--- src/rtl/ram_sdp_be.sv ---
`default_nettype none
// ============================================================================
// Module  : ram_sdp_be
// Brief   : Simple-dual-port synchronous RAM with byte enables, selectable
//           read-during-write policy, optional output register and a
//           post-reset clear engine.
// Revision: 1.0 - initial release
// ============================================================================
module ram_sdp_be #(
    parameter int                    DATA_WIDTH  = 16,
    parameter int                    ADDR_WIDTH  = 8,
    parameter int                    RDW_MODE    = 0,
    parameter int                    OUT_REG     = 0,
    parameter logic [DATA_WIDTH-1:0] CLEAR_VALUE = {DATA_WIDTH{1'b0}}
) (
    input  logic                    clk,
    input  logic                    rst,
    input  logic                    we_n,
    input  logic [ADDR_WIDTH-1:0]   wr_addr,
    input  logic [DATA_WIDTH-1:0]   wr_data,
    input  logic [DATA_WIDTH/8-1:0] wr_be,
    input  logic                    rd_en,
    input  logic [ADDR_WIDTH-1:0]   rd_addr,
    output logic [DATA_WIDTH-1:0]   rd_data,
    output logic                    rd_valid,
    output logic [ADDR_WIDTH-1:0]   rd_addr_out,
    output logic                    busy
);

    localparam int                    DEPTH    = 1 << ADDR_WIDTH;
    localparam int                    NBYTES   = DATA_WIDTH / 8;
    localparam logic [0:0]            ST_CLEAR = 1'b0;
    localparam logic [0:0]            ST_RUN   = 1'b1;
    localparam logic [ADDR_WIDTH-1:0] PTR_LAST = {ADDR_WIDTH{1'b1}};

    logic [0:0]            state_q, state_d;
    logic [ADDR_WIDTH-1:0] ptr_q, ptr_d;

    logic w_busy;
    logic w_clr_wr;
    logic w_wr_acc;
    logic w_rd_acc;

    logic [DATA_WIDTH-1:0] mem_q [DEPTH];

    logic [DATA_WIDTH-1:0] w_rd_word;
    logic [DATA_WIDTH-1:0] w_rd_merged;
    logic [DATA_WIDTH-1:0] w_rd_sample;

    logic [DATA_WIDTH-1:0] rd_data_q;
    logic                  rd_valid_q;
    logic [ADDR_WIDTH-1:0] rd_addr_q;

    // ------------------------------------------------------------------
    // Clear / run state machine
    // ------------------------------------------------------------------
    always_ff @(posedge clk) begin
        if (rst) begin
            state_q <= ST_CLEAR;
            ptr_q   <= '0;
        end else begin
            state_q <= state_d;
            ptr_q   <= ptr_d;
        end
    end

    always_comb begin
        state_d = state_q;
        ptr_d   = ptr_q;
        case (state_q)
            ST_CLEAR: begin
                ptr_d = ptr_q + 1'b1;
                if (ptr_q == PTR_LAST) begin
                    state_d = ST_RUN;
                end
            end
            ST_RUN: begin
                state_d = ST_RUN;
            end
            default: begin
                state_d = ST_CLEAR;
            end
        endcase
    end

    always_comb begin
        w_busy   = (state_q == ST_CLEAR);
        w_clr_wr = w_busy && !rst;
        w_wr_acc = !w_busy && !rst && !we_n;
        w_rd_acc = !w_busy && !rst && rd_en;
    end

    assign busy = w_busy;

    // ------------------------------------------------------------------
    // Storage: the clear engine and the user write port share one port
    // ------------------------------------------------------------------
    always_ff @(posedge clk) begin
        if (w_clr_wr) begin
            mem_q[ptr_q] <= CLEAR_VALUE;
        end else if (w_wr_acc) begin
            for (int i = 0; i < NBYTES; i++) begin
                if (wr_be[i]) begin
                    mem_q[wr_addr][8*i +: 8] <= wr_data[8*i +: 8];
                end
            end
        end
    end

    // ------------------------------------------------------------------
    // Read sampling and read-during-write policy
    // ------------------------------------------------------------------
    assign w_rd_word = mem_q[rd_addr];

    always_comb begin
        w_rd_merged = w_rd_word;
        for (int i = 0; i < NBYTES; i++) begin
            if (wr_be[i]) begin
                w_rd_merged[8*i +: 8] = wr_data[8*i +: 8];
            end
        end
    end

    generate
        if (RDW_MODE != 0) begin : g_rdw_new
            // Forward the byte-merged write word on a same-address collision
            assign w_rd_sample = (w_wr_acc && (wr_addr == rd_addr)) ? w_rd_merged : w_rd_word;
        end else begin : g_rdw_old
            logic [DATA_WIDTH-1:0] w_unused_merge;
            assign w_unused_merge = w_rd_merged;
            assign w_rd_sample    = w_rd_word;
        end
    endgenerate

    // ------------------------------------------------------------------
    // Output stage(s); data and address hold between valid reads
    // ------------------------------------------------------------------
    generate
        if (OUT_REG != 0) begin : g_out_reg
            logic [DATA_WIDTH-1:0] s1_data_q;
            logic                  s1_valid_q;
            logic [ADDR_WIDTH-1:0] s1_addr_q;

            always_ff @(posedge clk) begin
                if (rst) begin
                    s1_data_q  <= '0;
                    s1_valid_q <= 1'b0;
                    s1_addr_q  <= '0;
                    rd_data_q  <= '0;
                    rd_valid_q <= 1'b0;
                    rd_addr_q  <= '0;
                end else begin
                    s1_valid_q <= w_rd_acc;
                    if (w_rd_acc) begin
                        s1_data_q <= w_rd_sample;
                        s1_addr_q <= rd_addr;
                    end
                    rd_valid_q <= s1_valid_q;
                    if (s1_valid_q) begin
                        rd_data_q <= s1_data_q;
                        rd_addr_q <= s1_addr_q;
                    end
                end
            end
        end else begin : g_no_out_reg
            always_ff @(posedge clk) begin
                if (rst) begin
                    rd_data_q  <= '0;
                    rd_valid_q <= 1'b0;
                    rd_addr_q  <= '0;
                end else begin
                    rd_valid_q <= w_rd_acc;
                    if (w_rd_acc) begin
                        rd_data_q <= w_rd_sample;
                        rd_addr_q <= rd_addr;
                    end
                end
            end
        end
    endgenerate

    assign rd_data     = rd_data_q;
    assign rd_valid    = rd_valid_q;
    assign rd_addr_out = rd_addr_q;

endmodule
`default_nettype wire
--- config.mk ---
export PLATFORM = sky130hd
export DESIGN_NAME = ram_sdp_be
export DESIGN_NICKNAME = d
export VERILOG_FILES = /design/src/rtl/ram_sdp_be.sv
export SDC_FILE = /design/constraint.sdc
export NUM_CORES = 2
export LEC_CHECK = 0
export BUFFER_PORTS_ARGS = -buffer_cell sky130_fd_sc_hd__buf_2
export CORE_UTILIZATION = 55
export CTS_CLUSTER_SIZE = 30
export DETAILED_ROUTE_END_ITERATION = 12
export PLACE_DENSITY_LB_ADDON = 0.2
export SLEW_MARGIN = 10
export SYNTH_ARGS = -nofsm -noshare
export SYNTH_HDL_FRONTEND = slang
export SYNTH_SLANG_ARGS = --single-unit
--- constraint.sdc ---
create_clock -name clk -period 5.56 [get_ports clk]
set_clock_uncertainty 0.15 [all_clocks]
set_input_delay 0.556 -clock clk [delete_from_list [all_inputs] [get_ports clk]]
set_output_delay 0.556 -clock clk [all_outputs]
set_load 0.02 [all_outputs]
Word-level counts from Yosys, hierarchy flattened
Memory sizes are Yosys's and may differ from the RTL's. A register that Yosys moved wholly into a read port is not among the register bits.
Index checks and enable logic that the tools add are counted.
{"block": "classes", "n_mux": 15, "div": 0, "eq_ne": 1, "bitwise_logic": 1, "addsub": 1, "n_lt_le_gt_ge": 0, "multipliers": 0, "shift": 0, "n_reduce_logical": 7}
{"op": "2-to-1 mux 16 bit", "count": 1}
{"op": "OR reduction 16 bit", "count": 1}
{"op": "2-to-1 mux 1 bit", "count": 11}
{"op": "adder 8 x 1 -> 8 bit, second input constant", "count": 1}
{"op": "== test 8 bit, second input constant", "count": 1}
{"op": "2-to-1 mux 8 bit", "count": 1}
{"op": "logical AND 1 bit", "count": 4}
{"op": "logical NOT 1 bit", "count": 2}
{"op": "2-to-1 mux 2 bit", "count": 1}
{"op": "case mux 1 bit (2 select lines)", "count": 1}
{"op": "inverter 1 bit", "count": 1}
{"block": "word_totals", "input_bits": 38, "mem_count": 1, "latch_bits": 0, "ff_bits": 18, "romBits": 0, "output_inout_bits": 26, "word_cells": 30, "ramBits": 4096}
{"name": "mem_q", "words": 256, "width": 16, "rd": 1, "rd_ports_with_merged_regs": 1, "write_ports": 1, "line": "44", "source": "logic [DATA_WIDTH-1:0] mem_q [DEPTH];"}

Longest topological paths before layout
{"block": "depth", "word_depth": 8, "depth_mapped": 14, "depth_no_buf": 7}

Worst setup path after synthesis
No wires, ideal clock.
{"block": "synth_timing", "path_kind": "flip-flop to flip-flop", "startpoint": "reg state_q", "endpoint": "mem mem_q[0][10] (data pin)", "required_time_ns": 4.540, "path_buffers": 4, "arrival_time_ns": 4.924, "setup_slack_ns": -0.384, "setup_ns": 0.870, "synth_period_minus_slack_ns": 5.944, "stages_incl_launch_ff": 8, "cell_sequence": "dfxtp_1 -> buf_2 -> inv_2 -> nor4_1 -> buf_2 -> clkbuf_1 -> clkbuf_1 -> and2_1"}
{"block": "synth_via", "word_cells_on_any_way": 12, "classes_between": "7 x mux; 1 x bitwise; 4 x reduce/logical"}
{"element": "start, declared", "line": "36", "source": "logic [0:0] state_q, state_d;"}
{"element": "start signal, assigned", "line": "62", "source": "state_q <= state_d;"}
{"element": "inverter 1 bit (*)"}
{"element": "via busy", "line": "27", "source": "output logic busy"}
{"element": "logical AND 1 bit (*)", "line": "88", "source": "w_clr_wr = w_busy && !rst;"}
{"element": "2-to-1 mux 1 bit", "line": "99", "source": "if (w_clr_wr) begin"}
{"element": "2-to-1 mux 1 bit (implied by the code)", "line": "104", "source": "mem_q[wr_addr][8*i +: 8] <= wr_data[8*i +: 8];"}
{"element": "OR reduction 16 bit (no line) (*)"}
{"element": "2-to-1 mux 16 bit (no line) (*)"}
{"element": "end, declared", "line": "44"}
The timed path passes the listed nets; every way through them passes the cells marked *.

Worst setup path after layout
{"block": "layout_timing", "startpoint": "reg state_q", "endpoint": "mem mem_q[124][3] (enable)"}
{"block": "layout_via", "elab_chain_cells": 7, "word_cells_on_any_way": 15, "classes_between": "10 x mux; 1 x bitwise; 4 x reduce/logical"}
{"element": "logical AND 1 bit (2 in a row)", "line": "89", "source": "w_wr_acc = !w_busy && !rst && !we_n;"}
{"element": "2-to-1 mux 1 bit", "line": "101", "source": "end else if (w_wr_acc) begin"}
{"element": "2-to-1 mux 1 bit", "line": "99"}
{"element": "2-to-1 mux 1 bit (implied by the code)", "line": "104"}
{"element": "OR reduction 16 bit (no line)"}
{"element": "2-to-1 mux 8 bit (no line) or 2-to-1 mux 2 bit (tied branches)"}
Parallel ways exist; a longest one is shown, timed or not.

==> results by group <==
Status
  • Outcome: complete, no violations

Synth
  • Yosys warns: 0
  • Sequential share of the synthesized area: 0.7671
  • Share of flip-flops with an asynchronous set or reset: 0
  • Synth area leader: edfxtp_1
  • Post-Syn Area: 161,200 um^2
  • Synth unique cells: 78
  • Synth Instances: roughly 7.7k
  • Number of enable flip-flop cells after synthesis: about 4k
  • Mean area per synthesized cell: between 20 and 25 um^2
  • Main flop type after synthesis: edfxtp_1
  • Leading post-synthesis cells by instance count: edfxtp_1 (4,096), mux4_2 (920), nor2_1 (622)
  • Dominant cells by area after synthesis: edfxtp_1 (76%), mux4_2 (13%), mux2i_1 (2.4%)
  • Number of synthesized register bits: around 4.1k
  • Proportion of netlist area held by the largest area contributor: 0.7629
  • Most frequent cell after synthesis: edfxtp_1
  • Syn nets: 7,787

Hold path
  • Class of the worst hold path: input port to flip-flop

Final layout
  • Fill cells: 19.97k
  • Area grow syn2layout: 11.33%
  • Area of the multi-input gates: about 35,000 um^2
  • Share of cells above drive strength 1: 0.2287
  • Sequential cell area: between 100,000 and 150,000 um^2
  • Fin area: about 180,000 um^2
  • Cell Count, Final, Fillers Out: about 12k
  • NumNets Final: slightly above 8k
  • Final core utilization: 0.6161

Pwr
  • Power per cell area: 351.1 nW/um^2
  • LEAKAGE: between 60 and 70 nW
  • Worst ir drop on vdd: approximately 0.29 mV

Route
  • M1 WL: 165.9 mm
  • Pre-Repair DR Iteration Count: 6
  • Antenna viol nets, final: 0
  • Met3 WL post-DR: just under 50 mm
  • Wire per inst: between 30 and 40 um
  • Avg Vias per Cell: between 6 and 7
  • Drt total wl: approximately 430 mm
  • Max Used Layer: met5
  • DR vias: a little over 80k
  • Met2 Wirelength: between 150 and 200 mm
  • First DRT Iteration DRCs: between 10k and 15k
  • Residual DRC: 0

Timing
  • Slew @ Worst Pin: between 1 and 1.5 ns
  • RSZ-0062 raised after global routing: false
  • Peak Freq: slightly above 200 MHz
  • Final worst-path setup slack: 0.6185 ns
  • Final period utilization: 0.8888
  • Final setup vio count: 0
  • Worst slew margin: 0.1437
  • Final Hold Violating Endpoints: 0
  • Post-layout min period: 4.942 ns
  • Final hold slack: between 0.08 and 0.09 ns
  • Fin. max-slew vios: 0

Placement
  • Pre-CTS WS: 0.6886 ns
  • DP HPWL: around 270 mm
  • Dpl cells: 11.50k
  • Final GP Congestion: just over 0.9
  • PortBufs: 63
  • Area post-placement: around 170,000 um^2

GRT
  • Vias in the first global route: 80.76k
  • First-pass GRT wire length: between 600 and 700 mm
  • GRT Total Usage: 0.2944
  • Gr ovfl total: 0
  • Initial antenna violation count: 26
  • Largest net degree at the start of global routing: about 140

Clock tree
  • CTS tree: yes
  • Worst-Skew Late Latency: 0.92 ns
  • H-tree levels: 5
  • CTS max path bufs: 4
  • CTS Buf Count: 403
  • Reg clk slew, reported paths: approximately 0.060 ns
  • CTS Sinks: between 4k and 5k
  • Root Buffer: clkbuf_16

Floorplanning
  • DIE HEIGHT: roughly 540 um
  • Ports: 64
  • Core area: slightly below 300,000 um^2
  • Die ar.: between 200,000 and 300,000 um^2
  • Initial Util: 0.5534
  • Die width: between 500 and 600 um
  • Num rows: about 200

Setup path
  • Crit Path Class: flip-flop to flip-flop
  • Worst setup EP type: flip-flop
  • Worst EP arrival: between 5 and 6 ns
  • Critical Path Start Type: flip-flop
  • CP Data Required Time: 5.94 ns
  • CP max FO: 40

Flow run
  • Max-cap violation count: 0
-- per-stage QoR --
stage	power (mW)	TNS [ns]
global placement	36.87	-0.1490
finish	63.01	0
floorplan	35.95	-257.88
global route	64.35	0
CTS	63.16	0
detailed placement	36.88	0
-- worst paths after layout --
kind	startpoint	endpoint	slack, ns	cells after the start
setup / recovery	state_q$_SDFF_PP0_	mem_q[124][3]$_DFFE_PP_	0.62	7
hold / removal	wr_data[3]	mem_q[43][3]$_DFFE_PP_	0.09	2
setup reg to reg	state_q$_SDFF_PP0_	mem_q[124][3]$_DFFE_PP_	0.62	7
hold reg to reg	rd_addr_out[5]$_SDFFE_PP0P_	rd_addr_out[5]$_SDFFE_PP0P_	0.29	2
-- cells by family (layout without fill, tap and decap cells) --
logic type	Yosys count	after routing	synth area share
xor+xnor	7	7	0.0003803
compound gates	650	650	0.02853
fa+ha+maj	1	1	0.00007759
flops	4130	4130	0.7671
mux	1333	1333	0.1554
simple gates	1150	1150	0.03054
buf+inv	477	1062	0.01797
other cells	0	17	0
-- placed cells by master, fill, tap and decap left out, types with 90 or more instances in the layout --
cell type,count
mux4_2,920
nor2_1,616
a21oi_1,103
o22ai_1,90
clkbuf_16,412
nand2_1,225
o221ai_1,104
buf_4,191
mux2i_1,384
edfxtp_1,4096
clkinv_2,95
-- critical path, cell delays in order (launching register included) --
cell      delay, ns
dfxtp_1        0.57
inv_2          0.18
nor4_2         0.43
buf_4          0.46
nand3b_1       0.13
o21ai_1        0.60
nand3_1        0.96
nor2_1         0.97
-- power by group --
| part | switching (mW) | internal [mW] | leakage [nW] |
|---|---|---|---|
| combinational | 1.58 | 0.947 | 12.7 |
| sequential | 0.00897 | 33.7 | 41.7 |
| clock | 11.6 | 15.2 | 6.30 |
| total | 13.2 | 49.9 | 60.7 |
-- state kept, by name, indices dropped and copies added (netlist names) --
signal	flops
rd_data	16
rd_valid	1
rd_addr_out	8
state_q	1
mem_q	4096
ptr_q	8
-- repair_timing --
action | 4_1_cts | 5_1_grt
hold buffers | 1 | 0
buffers inserted | 0 | 0
endpoints found under the hold margin | 2 | 0
gates resized for setup | 0 | 0
-- layer usage --
| metal | up-vias | GRT usage |
|---|---|---|
| li1 | 32850 | - |
| met1 | 43590 | 0.4255 |
| met2 | 4995 | 0.4451 |
| met3 | 856 | 0.06920 |
| met4 | 16 | 0.1019 |
| met5 | - | 0 |
-- area by class of cell --
| class | count | share of cell area |
|---|---|---|
| clock inverter | 241 | 0.01200 |
| multi-input combinational | 3141 | 0.1945 |
| sequential | 4130 | 0.6890 |
| antenna | 17 | 0.0002370 |
| tap | 3900 | 0.02718 |
| clock buffer | 493 | 0.05941 |
| inverter | 8 | 0.0002509 |
| timing repair buffer | 320 | 0.01744 |
Note: power is estimated with default switching activity, not from simulation.
